<file path="config.mk">
export PLATFORM = sky130hd
export DESIGN_NAME = i2s_tdm_clock_gen_flat
export DESIGN_NICKNAME = d
export VERILOG_FILES = /design/src/rtl/i2s_pkg.sv /design/src/rtl/i2s_tdm_clock_gen_if.sv /design/src/rtl/i2s_frame_counter.sv /design/src/rtl/i2s_tdm_clock_gen.sv /design/src/flat_wrapper.sv
export SDC_FILE = /design/constraint.sdc
export NUM_CORES = 1
export LEC_CHECK = 0
export ABC_AREA = 1
export BUFFER_PORTS_ARGS = -buffer_cell sky130_fd_sc_hd__buf_4
export CORE_MARGIN = 4
export CORE_UTILIZATION = 46
export DETAILED_ROUTE_END_ITERATION = 8
export PLACE_DENSITY = 0.72
export SLEW_MARGIN = 20
export SYNTH_ARGS = -nofsm -noshare
export SYNTH_HDL_FRONTEND = slang
export SYNTH_SLANG_ARGS = --single-unit
</file>
<file path="constraint.sdc">
create_clock -name mclk -period 1.6 [get_ports mclk]
set_input_delay 0.08 -clock mclk [delete_from_list [all_inputs] [get_ports mclk]]
set_output_delay 0.08 -clock mclk [all_outputs]
set_load 0.02 [all_outputs]
</file>
<file path="src/rtl/i2s_pkg.sv">
`default_nettype none
// ============================================================================
// Module : i2s_pkg
// Brief  : Shared types and width helpers for the I2S/TDM clock generator
//          and the TX/RX shifters that run from its strobes.
// Rev    : 1.0  initial release
// ============================================================================
package i2s_pkg;

  // Serial data format: I2S delays the MSB by one bit clock after the lrclk edge
  typedef enum logic {FMT_I2S = 1'b0, FMT_LJ = 1'b1} i2s_fmt_e;

  // Width of a slot index; never below one bit so ports stay legal
  function automatic int slot_idx_w(input int num_slots);
    return (num_slots > 1) ? $clog2(num_slots) : 1;
  endfunction

  // Width of a bit-in-slot index; never below one bit
  function automatic int bit_idx_w(input int slot_bits);
    return (slot_bits > 1) ? $clog2(slot_bits) : 1;
  endfunction

endpackage
`default_nettype wire

</file>
<file path="src/rtl/i2s_tdm_clock_gen_if.sv">
`default_nettype none
// ============================================================================
// Module : i2s_tdm_clock_gen_if
// Brief  : Control inputs and clock/strobe/position outputs of the generator.
//          slave = generator side, master = consumer/controller side.
//          SLOT_BITS/NUM_SLOTS must match the generator instance.
// Rev    : 1.0  initial release
// ============================================================================
interface i2s_tdm_clock_gen_if #(
  parameter int SLOT_BITS = 32,
  parameter int NUM_SLOTS = 2
) ();
  import i2s_pkg::*;

  localparam int SW = slot_idx_w(NUM_SLOTS);
  localparam int BW = bit_idx_w(SLOT_BITS);

  logic           i_en;
  i2s_fmt_e       i_fmt;
  logic           o_sclk;
  logic           o_lrclk;
  logic           o_sclk_rise;
  logic           o_sclk_fall;
  logic           o_frame_start;
  logic [SW-1:0]  o_slot_idx;
  logic [BW-1:0]  o_bit_idx;

  modport slave (
    input  i_en, i_fmt,
    output o_sclk, o_lrclk, o_sclk_rise, o_sclk_fall, o_frame_start,
           o_slot_idx, o_bit_idx
  );

  modport master (
    output i_en, i_fmt,
    input  o_sclk, o_lrclk, o_sclk_rise, o_sclk_fall, o_frame_start,
           o_slot_idx, o_bit_idx
  );

endinterface
`default_nettype wire

</file>
<file path="src/rtl/i2s_frame_counter.sv">
`default_nettype none
// ============================================================================
// Module : i2s_frame_counter
// Brief  : Frame position counter split into slot and bit-in-slot fields.
//          Advances on i_adv, wraps at end of frame, i_clr returns to 0.
//          Also exposes the position it would advance to next.
// Rev    : 1.0  initial release
// ============================================================================
module i2s_frame_counter
  import i2s_pkg::*;
#(
  parameter  int SLOT_BITS = 32,
  parameter  int NUM_SLOTS = 2,
  localparam int SW        = slot_idx_w(NUM_SLOTS),
  localparam int BW        = bit_idx_w(SLOT_BITS)
) (
  input  wire logic          clk,
  input  wire logic          rst,
  input  wire logic          i_clr,
  input  wire logic          i_adv,
  output logic [SW-1:0]      o_slot_idx,
  output logic [BW-1:0]      o_bit_idx,
  output logic [SW-1:0]      o_slot_nxt,
  output logic [BW-1:0]      o_bit_nxt,
  output logic               o_wrap
);

  localparam logic [SW-1:0] c_SLOT_LAST = SW'(NUM_SLOTS - 1);
  localparam logic [BW-1:0] c_BIT_LAST  = BW'(SLOT_BITS - 1);

  logic [SW-1:0] r_slot;
  logic [BW-1:0] r_bit;
  logic          w_bit_last;
  logic          w_slot_last;

  assign w_bit_last  = (r_bit == c_BIT_LAST);
  assign w_slot_last = (r_slot == c_SLOT_LAST);

  // Next position: bit wraps into the following slot, last slot wraps to 0
  always_comb begin
    o_bit_nxt  = w_bit_last ? '0 : r_bit + 1'b1;
    o_slot_nxt = r_slot;
    if (w_bit_last) begin
      o_slot_nxt = w_slot_last ? '0 : r_slot + 1'b1;
    end
  end

  // Position register; clear wins over advance
  always_ff @(posedge clk) begin
    if (rst || i_clr) begin
      r_slot <= '0;
      r_bit  <= '0;
    end else if (i_adv) begin
      r_slot <= o_slot_nxt;
      r_bit  <= o_bit_nxt;
    end
  end

  assign o_slot_idx = r_slot;
  assign o_bit_idx  = r_bit;
  assign o_wrap     = w_bit_last && w_slot_last;

endmodule
`default_nettype wire

</file>
<file path="src/rtl/i2s_tdm_clock_gen.sv">
`default_nettype none
// ============================================================================
// Module : i2s_tdm_clock_gen
// Brief  : I2S / left-justified / TDM sclk and lrclk generator on mclk, with
//          mclk-wide rise/fall/frame strobes and slot/bit position outputs so
//          shifters can run on mclk with clock enables.
// Rev    : 1.0  initial release
// ============================================================================
module i2s_tdm_clock_gen
  import i2s_pkg::*;
#(
  parameter int MCLK_DIV  = 8,
  parameter int SLOT_BITS = 32,
  parameter int NUM_SLOTS = 2
) (
  input  wire logic               mclk,
  input  wire logic               rst,
  i2s_tdm_clock_gen_if.slave      bus
);

  if ((MCLK_DIV < 2) || ((MCLK_DIV % 2) != 0)) begin : g_bad_mclk_div
    $error("MCLK_DIV must be even and >= 2");
  end
  if (SLOT_BITS < 2) begin : g_bad_slot_bits
    $error("SLOT_BITS must be >= 2");
  end
  if ((NUM_SLOTS < 2) || ((NUM_SLOTS % 2) != 0)) begin : g_bad_num_slots
    $error("NUM_SLOTS must be even and >= 2");
  end

  localparam int MW = $clog2(MCLK_DIV);
  localparam int SW = slot_idx_w(NUM_SLOTS);
  localparam int BW = bit_idx_w(SLOT_BITS);

  localparam logic [MW-1:0] c_M_LAST    = MW'(MCLK_DIV - 1);
  localparam logic [MW-1:0] c_M_HALF    = MW'(MCLK_DIV / 2);
  localparam logic [BW-1:0] c_BIT_LAST  = BW'(SLOT_BITS - 1);
  localparam logic [SW-1:0] c_SLOT_LAST = SW'(NUM_SLOTS - 1);
  localparam logic [SW-1:0] c_SLOT_HALF = SW'(NUM_SLOTS / 2);
  localparam logic [SW:0]   c_SLOT_HALF_X = (SW+1)'(NUM_SLOTS / 2);

  logic [MW-1:0] r_m;
  logic          r_sclk;
  logic          r_rise;
  logic          r_fall;
  logic          r_fs;
  logic          r_lrclk;
  i2s_fmt_e      r_fmt;

  logic [MW-1:0] w_m_nxt;
  logic          w_to_high;
  logic          w_to_low;
  logic          w_adv;
  logic          w_clr;
  logic [SW-1:0] w_slot;
  logic [BW-1:0] w_bit;
  logic [SW-1:0] w_slot_nxt;
  logic [BW-1:0] w_bit_nxt;
  logic [SW:0]   w_slot_nxt_p1;
  logic          w_wrap;
  logic          w_p_zero;
  logic          w_lr_lj;
  logic          w_lr_i2s;
  logic          w_lr_nxt;

  assign w_m_nxt   = (r_m == c_M_LAST) ? '0 : r_m + 1'b1;
  assign w_to_high = (w_m_nxt == c_M_HALF);
  assign w_to_low  = (w_m_nxt == '0);
  assign w_adv     = bus.i_en && w_to_low;
  assign w_clr     = !bus.i_en;
  assign w_p_zero  = (w_slot == '0) && (w_bit == '0);

  i2s_frame_counter #(
    .SLOT_BITS (SLOT_BITS),
    .NUM_SLOTS (NUM_SLOTS)
  ) u_frame_counter (
    .clk        (mclk),
    .rst        (rst),
    .i_clr      (w_clr),
    .i_adv      (w_adv),
    .o_slot_idx (w_slot),
    .o_bit_idx  (w_bit),
    .o_slot_nxt (w_slot_nxt),
    .o_bit_nxt  (w_bit_nxt),
    .o_wrap     (w_wrap)
  );

  // lrclk decode on the position being entered: LJ marks the upper half of
  // the slots; I2S looks one bit ahead, so on the last bit of a slot it
  // already reflects the following slot (with the last slot wrapping to 0).
  assign w_slot_nxt_p1 = {1'b0, w_slot_nxt} + 1'b1;
  always_comb begin
    w_lr_lj  = (w_slot_nxt >= c_SLOT_HALF);
    w_lr_i2s = w_lr_lj;
    if (w_bit_nxt == c_BIT_LAST) begin
      w_lr_i2s = (w_slot_nxt != c_SLOT_LAST) && (w_slot_nxt_p1 >= c_SLOT_HALF_X);
    end
    w_lr_nxt = (r_fmt == FMT_LJ) ? w_lr_lj : w_lr_i2s;
  end

  // Divider, bit clock, strobes, lrclk and format latch; idle mirrors reset
  // except that the format keeps tracking the fmt input
  always_ff @(posedge mclk) begin
    if (rst) begin
      r_m     <= '0;
      r_sclk  <= 1'b0;
      r_rise  <= 1'b0;
      r_fall  <= 1'b0;
      r_fs    <= 1'b0;
      r_lrclk <= 1'b0;
      r_fmt   <= FMT_I2S;
    end else if (!bus.i_en) begin
      r_m     <= '0;
      r_sclk  <= 1'b0;
      r_rise  <= 1'b0;
      r_fall  <= 1'b0;
      r_fs    <= 1'b0;
      r_lrclk <= 1'b0;
      r_fmt   <= bus.i_fmt;
    end else begin
      r_m    <= w_m_nxt;
      r_rise <= w_to_high;
      r_fall <= w_to_low;
      r_fs   <= w_to_high && w_p_zero;
      if (w_to_high) begin
        r_sclk <= 1'b1;
      end else if (w_to_low) begin
        r_sclk <= 1'b0;
      end
      if (w_adv) begin
        r_lrclk <= w_lr_nxt;
        if (w_wrap) begin
          r_fmt <= bus.i_fmt;
        end
      end
    end
  end

  assign bus.o_sclk        = r_sclk;
  assign bus.o_lrclk       = r_lrclk;
  assign bus.o_sclk_rise   = r_rise;
  assign bus.o_sclk_fall   = r_fall;
  assign bus.o_frame_start = r_fs;
  assign bus.o_slot_idx    = w_slot;
  assign bus.o_bit_idx     = w_bit;

endmodule
`default_nettype wire
</file>
<file path="src/flat_wrapper.sv">
// flat-port wrapper written by rule: the top's interface ports become plain ports
module i2s_tdm_clock_gen_flat import i2s_pkg::*;
#(
  parameter int MCLK_DIV  = 8,
  parameter int SLOT_BITS = 32,
  parameter int NUM_SLOTS = 2
)
  (mclk, rst, bus_i_en, bus_i_fmt, bus_o_sclk, bus_o_lrclk, bus_o_sclk_rise, bus_o_sclk_fall, bus_o_frame_start, bus_o_slot_idx, bus_o_bit_idx);
  i2s_tdm_clock_gen_if #(.SLOT_BITS(SLOT_BITS), .NUM_SLOTS(NUM_SLOTS)) bus_i ();
  input  wire logic mclk;
  input  wire logic rst;
  input wire logic [$bits(bus_i.i_en)-1:0] bus_i_en;
  input wire logic [$bits(bus_i.i_fmt)-1:0] bus_i_fmt;
  output wire logic [$bits(bus_i.o_sclk)-1:0] bus_o_sclk;
  output wire logic [$bits(bus_i.o_lrclk)-1:0] bus_o_lrclk;
  output wire logic [$bits(bus_i.o_sclk_rise)-1:0] bus_o_sclk_rise;
  output wire logic [$bits(bus_i.o_sclk_fall)-1:0] bus_o_sclk_fall;
  output wire logic [$bits(bus_i.o_frame_start)-1:0] bus_o_frame_start;
  output wire logic [$bits(bus_i.o_slot_idx)-1:0] bus_o_slot_idx;
  output wire logic [$bits(bus_i.o_bit_idx)-1:0] bus_o_bit_idx;
  assign bus_i.i_en = bus_i_en;
  assign bus_i.i_fmt = bus_i_fmt;
  assign bus_o_sclk = bus_i.o_sclk;
  assign bus_o_lrclk = bus_i.o_lrclk;
  assign bus_o_sclk_rise = bus_i.o_sclk_rise;
  assign bus_o_sclk_fall = bus_i.o_sclk_fall;
  assign bus_o_frame_start = bus_i.o_frame_start;
  assign bus_o_slot_idx = bus_i.o_slot_idx;
  assign bus_o_bit_idx = bus_i.o_bit_idx;
  i2s_tdm_clock_gen #(.MCLK_DIV(MCLK_DIV), .SLOT_BITS(SLOT_BITS), .NUM_SLOTS(NUM_SLOTS)) u_core (.mclk(mclk), .rst(rst), .bus(bus_i));
endmodule
</file>
==> results.cfg, run 1 <==
[die]
ios = 15
die_y_um = 47.4
rows = 13
start_util_pct = 51.8
core_region_area_um2 = 1380
die_w_um = 47.4
design.die.area_um2 = 2250

[grt]
grt_first_pass_wirelength_mm = 2.48
antenna_found_initial = 0
grtUsageTotal_pct = 15.8
grt_start_max_net_pins = 10
via_count_of_the_first_global_routing_pass = 608
grt_overflow_total = 0

[clocking]
cts.reportedPaths.clkPinSlew_ps = 90
clock_network_latency_to_the_later_pin_of_the_worst_skew_pair_ps = 280
tritoncts = built
cts-buffers-inserted = 3
cts.sinks = 15
root_cell_of_the_clock_tree = sky130_fd_sc_hd__clkbuf_4
max-clock-path-buffers = 2
cts_max_level = 1

[yosys]
post_synth.cell_area_avg_um2 = 7.78
synth-warning-count = 0
mappedNetlistArea_um2 = 716
number_of_enable_flip_flop_cells_after_synthesis = 0
dominantRegCellSynth = sky130_fd_sc_hd__dfxtp_1
post_syn_nets = 103
synth.yosys.seq_area_share_pct = 42.0
post-synth-top-area-cell = sky130_fd_sc_hd__dfxtp_1
postSynthCellCount = 92
synth.cells.most_frequent = 15 x sky130_fd_sc_hd__dfxtp_1, 15 x sky130_fd_sc_hd__inv_1, 15 x sky130_fd_sc_hd__nor2_1
ys_ff_latch = 15
post_synth_num_cell_types = 15
asyncSetResetFlopFracSynth_pct = 0
synthTopCellsByArea = sky130_fd_sc_hd__dfxtp_1 42%, sky130_fd_sc_hd__ha_1 12%, sky130_fd_sc_hd__inv_1 7.9%, sky130_fd_sc_hd__nor2_1 7.9%, sky130_fd_sc_hd__nand2_1 6.3%
synthDominantCellAreaShare_pct = 42.0

[final_layout]
fraction_of_layout_cells_with_a_size_suffix_above_1_pct = 33.3
stdcell_count = 132
utilization_pct = 72.2
design.final.nets = 129
layout-area-overhead-vs-synth_pct = 39.5
fillerInstances = 110
n_antenna_cell = 0

[critical_path]
regToRegEndpoint = u_core.bus.o_lrclk$_SDFFE_PP0P_
path_max_fanout = 2
timing.critical_path.to_type = register
crit_start = u_core.u_frame_counter.o_bit_idx[0]$_SDFFE_PP0P_
path_class = reg -> reg
worstRegToRegCells = 11
cp-start-kind = register
cp.required_ps = 1790
timing.critical_path.arrival_ps = 1710
reg2reg_slack_ps = 70
worst_r2r_startpoint = u_core.u_frame_counter.o_bit_idx[0]$_SDFFE_PP0P_

[sta]
setup-violations-final = 0
post-route-min-period_ps = 1530
rsz0062_at_grt = true
setup_ws_ps = 72.4
tightest_slew_ps = 288
timing.final.crit_share_pct = 95.5
hold_violations = 0
max-slew-margin-rel_pct = 80.8
drv_slew = 0
final.hold.worst_slack_ps = 46.9
max_clock_skew_ps = 0.346
max_freq_mhz = 655

[drt]
drtPass1Iterations = 4
vias_per_cell = 5.05
antenna_violating_nets_post_route = 0
routed_via_count = 667
top_layer = met4
wl_met2_um = 720
drt_first_iter_violations = 9
total_wire_length_after_detailed_routing_mm = 1.56
route.detailed.wl_per_inst_um = 11.8
met3WireLength_um = 84
met1_length_um = 743
post-route-drc-count = 0

[flow_run]
maxCapViolCount = 0

[place]
post-place-cells = 127
hpwl_dp_mm = 1.14
port_buffers = 14
detailedPlace.worstSlack_ps = 17.8
place_congestion = 0.832

[worst_hold_path]
min-delay-path-class = in -> reg
holdPathEnd = u_core.r_fmt$_SDFFE_PP0P_
holdPathStages = 3
worst_hold_startpoint = bus_i_fmt

[pwr]
power_per_cell_area_nw_per_um2 = 633
static-leakage-power_uw = 0.000466
irDropWorstVdd_uv = 414

[run_status]
outcome = finished clean
-- sequential cells by signal (all words and copies together) (netlist names) --
signal	cells
u_core.bus.o_sclk	1
u_core.r_m	3
u_core.bus.o_frame_start	1
u_core.bus.o_sclk_fall	1
u_core.bus.o_lrclk	1
u_core.u_frame_counter.o_bit_idx	5
u_core.bus.o_sclk_rise	1
u_core.r_fmt	1
u_core.u_frame_counter.o_slot_idx	1
-- kinds of logic (layout without fill, tap and decap cells) --
kind of cell	count (synthesis)	after routing	synth area share [%]
buf+inv	16	41	8.39
fa+ha+maj	7	7	12.2
flops	15	15	42.0
simple gates	40	40	26.2
compound gates	14	14	11.2
-- area by class of cell --
class                   instances  area (µm²)  share of cell area (%)
multi-input cells              61         425                    42.6
flip-flops and latches         15         303                    30.3
repair buffers                 21         164                    16.4
inverters                      16        60.1                    6.02
clock buffers                   3        22.5                    2.26
well taps                      15        18.8                    1.88
clock inverters                 1        5.00                   0.501
-- power breakdown --
part	total (µW)	internal (µW)	switching (µW)
Sequential	381	378	3.63
Combinational	34.7	15.7	19.0
Clock	216	92.8	123
-- routing by layer --
metal  track usage (%)  vias up
met3              3.38        2
met5                 0        -
li1                  -      346
met4              6.63        0
met2              24.6       19
met1              21.1      300
-- cell usage in the layout, fill, tap and decap left out, types with 2 or more instances in the layout --
master,synthesis,final
sky130_fd_sc_hd__ha_1,7,3
sky130_fd_sc_hd__clkbuf_4,0,3
sky130_fd_sc_hd__a21oi_1,6,6
sky130_fd_sc_hd__nor2_1,15,12
sky130_fd_sc_hd__dfxtp_1,15,13
sky130_fd_sc_hd__nand3_1,7,7
sky130_fd_sc_hd__nand2_1,12,11
sky130_fd_sc_hd__o21ai_0,4,4
sky130_fd_sc_hd__a211oi_1,3,3
sky130_fd_sc_hd__nor2_4,1,2
sky130_fd_sc_hd__nand4_1,2,2
sky130_fd_sc_hd__nor2_2,0,2
sky130_fd_sc_hd__inv_2,1,3
sky130_fd_sc_hd__inv_1,15,13
sky130_fd_sc_hd__ha_4,0,4
sky130_fd_sc_hd__dfxtp_2,0,2
sky130_fd_sc_hd__buf_4,0,19
sky130_fd_sc_hd__nor3_1,2,2
-- critical path: stages, from the launching register on --
cell                       delay [ps]
sky130_fd_sc_hd__dfxtp_2          350
sky130_fd_sc_hd__ha_4             160
sky130_fd_sc_hd__nand2_4           70
sky130_fd_sc_hd__nor2_4            50
sky130_fd_sc_hd__ha_4             260
sky130_fd_sc_hd__inv_2             30
sky130_fd_sc_hd__nor2_1            90
sky130_fd_sc_hd__nand3_1           70
sky130_fd_sc_hd__o21bai_1         170
sky130_fd_sc_hd__nand3_1           90
sky130_fd_sc_hd__nand2_1           60
sky130_fd_sc_hd__nor2_1            30
-- worst max-delay path by stage --
stage	to	cells after the start
final	u_core.bus.o_lrclk$_SDFFE_PP0P_	11
after global routing	u_core.bus.o_lrclk$_SDFFE_PP0P_	11
after CTS	u_core.bus.o_lrclk$_SDFFE_PP0P_	10
after detailed placement	u_core.bus.o_lrclk$_SDFFE_PP0P_	10
after global placement	u_core.bus.o_lrclk$_SDFFE_PP0P_	10
after floorplan	u_core.bus.o_lrclk$_SDFFE_PP0P_	11
-- through the flow --
step | total power [µW] | setup TNS [ps] | cell area (µm²)
global route | 662 | -50.0 | 998
CTS | 637 | 0 | 930
global placement | 422 | 0 | 887
finish | 632 | 0 | 998
floorplan | 406 | 0 | 718
detailed placement | 422 | 0 | 887
-- what timing repair did --
| action | CTS | global route |
|---|---|---|
| hold buffers | 1 | 0 |
| buffers inserted | 0 | 0 |
| gates resized for setup | 2 | 13 |
| endpoints found under the hold margin | 2 | 0 |
| pin swaps | 0 | 6 |
| setup endpoints to repair | 1 | 4 |
(Power assumes the default switching activity.)
==> run 2, diff against run 1 <==
Settings changed: RECOVER_POWER set to 50.
==> run 2 against run 1 <==
Net effect:
- combinational power barely moved
- largest power group unchanged
- sequential share of layout area rose by 0.58 points
- clock power barely moved
==> results.cfg, run 2 (synthesis gave the netlist of run 1 again) <==
[worst_hold_path]
holdPathStages = 3
min-delay-path-class = in -> reg

[grt]
antenna_found_initial = 0
grt_overflow_total = 0
via_count_of_the_first_global_routing_pass = 608
grt_start_max_net_pins = 10
grtUsageTotal_pct = 15.8
grt_first_pass_wirelength_mm = 2.48

[die]
start_util_pct = 51.8
die_y_um = 47.4
design.die.area_um2 = 2250
core_region_area_um2 = 1380
die_w_um = 47.4
rows = 13
ios = 15

[place]
place_congestion = 0.832
port_buffers = 14
detailedPlace.worstSlack_ps = 17.8
hpwl_dp_mm = 1.14
post-place-cells = 127

[sta]
setup-violations-final = 0
rsz0062_at_grt = true
post-route-min-period_ps = 1530
tightest_slew_ps = 288
timing.final.crit_share_pct = 95.5
max_freq_mhz = 654
hold_violations = 0
max-slew-margin-rel_pct = 80.8
drv_slew = 0
max_clock_skew_ps = 0.923
setup_ws_ps = 71.9

[final_layout]
stdcell_count = 132
layout-area-overhead-vs-synth_pct = 36.9
largest_register_ff_count = 5
n_antenna_cell = 0
mostFrequentLayoutCell = sky130_fd_sc_hd__buf_4
mostFrequentLayoutCells = 14 x sky130_fd_sc_hd__buf_4, 13 x sky130_fd_sc_hd__inv_1, 13 x sky130_fd_sc_hd__dfxtp_1
fraction_of_layout_cells_with_a_size_suffix_above_1_pct = 29.1
design.final.nets = 129

[critical_path]
timing.critical_path.arrival_ps = 1710
timing.critical_path.to_type = register
cp-start-kind = register
path_class = reg -> reg
path_max_fanout = 2
worstRegToRegCells = 11
cp.required_ps = 1790

[drt]
routed_via_count = 668
post-route-drc-count = 0
total_wire_length_after_detailed_routing_mm = 1.56
drtPass1Iterations = 4
drt_first_iter_violations = 10
antenna_violating_nets_post_route = 0
route.detailed.wl_per_inst_um = 11.8
vias_per_cell = 5.06

[pwr]
irDropWorstVdd_uv = 415
static-leakage-power_uw = 0.000444
power_per_cell_area_nw_per_um2 = 646

[clocking]
cts-buffers-inserted = 3
tritoncts = built
root_cell_of_the_clock_tree = sky130_fd_sc_hd__clkbuf_4
cts.sinks = 15
max-clock-path-buffers = 2
cts_max_level = 1
post_cts_repair_timing_setup_buffer_count = 0
cts.reportedPaths.clkPinSlew_ps = 90
clock_network_latency_to_the_later_pin_of_the_worst_skew_pair_ps = 280

[run_status]
outcome = finished clean

[flow_run]
maxCapViolCount = 0
[run 2: cell count changes in the layout (fill, tap and decap cells not counted), sizes merged]
cell / before / now
clkbuf: 3 / 8
buf: 20 / 15
[run 2: what timing repair did]
| item | CTS | global route |
|---|---|---|
| endpoints found under the hold margin | 2 | 0 |
| endpoints found under the setup margin | 1 | 4 |
| pin swaps | 0 | 6 |
| hold buffers | 1 | 0 |
| gates resized for setup | 2 | 13 |
[run 2: worst paths after layout]
| check | start | endpoint | slack, ps |
|---|---|---|---|
| min reg2reg | u_core.r_m[0]$_SDFF_PP0_ | u_core.r_m[0]$_SDFF_PP0_ | 480 |
| max reg2reg | u_core.u_frame_counter.o_bit_idx[0]$_SDFFE_PP0P_ | u_core.bus.o_lrclk$_SDFFE_PP0P_ | 70 |
| max | u_core.u_frame_counter.o_bit_idx[0]$_SDFFE_PP0P_ | u_core.bus.o_lrclk$_SDFFE_PP0P_ | 70 |
| min | bus_i_fmt | u_core.r_fmt$_SDFFE_PP0P_ | 50 |
[run 2: cell type report]
type	instances	area, µm²
Inverter	16	60.1
Multi-Input combinational cell	61	425
Fill cell	116	403
Clock inverter	1	5.00
Sequential cell	15	303
Tap cell	15	18.8
Clock buffer	3	22.5
Timing Repair Buffer	21	145
[run 2: critical path, stage by stage, from the launching register on]
cell	delay [ps]
sky130_fd_sc_hd__dfxtp_2	350
sky130_fd_sc_hd__ha_4	160
sky130_fd_sc_hd__nand2_4	70
sky130_fd_sc_hd__nor2_4	50
sky130_fd_sc_hd__ha_4	260
sky130_fd_sc_hd__inv_2	30
sky130_fd_sc_hd__nor2_1	90
sky130_fd_sc_hd__nand3_1	70
sky130_fd_sc_hd__o21bai_1	170
sky130_fd_sc_hd__nand3_1	90
sky130_fd_sc_hd__nand2_1	60
sky130_fd_sc_hd__nor2_1	30
[run 2: through the flow]
step	util (%)	power [µW]	setup TNS [ps]	hold WS, ps	instance area (µm²)
finish	70.9	632	0	46.9	980
global route	70.9	662	-50.0	58.4	980
CTS	67.2	637	0	38.1	930
detailed placement	64.2	422	0	280	887
global placement	64.2	422	0	278	887
floorplan	-	406	0	149	718
[run 2: power breakdown]
| part | switching [µW] | total, µW | internal, µW |
|---|---|---|---|
| clock network | 124 | 217 | 92.8 |
| registers | 3.63 | 381 | 378 |
| logic | 19.0 | 34.4 | 15.4 |
[run 2: per-layer routing]
metal,wire [µm],up-vias,part of all wire [%],global-route usage [%]
li1,-,346,-,-
met3,86,2,5.5,3.38
met1,740,301,47,21.1
met5,0,-,0,0
met2,721,19,46,24.6
met4,13,0,0.83,6.63
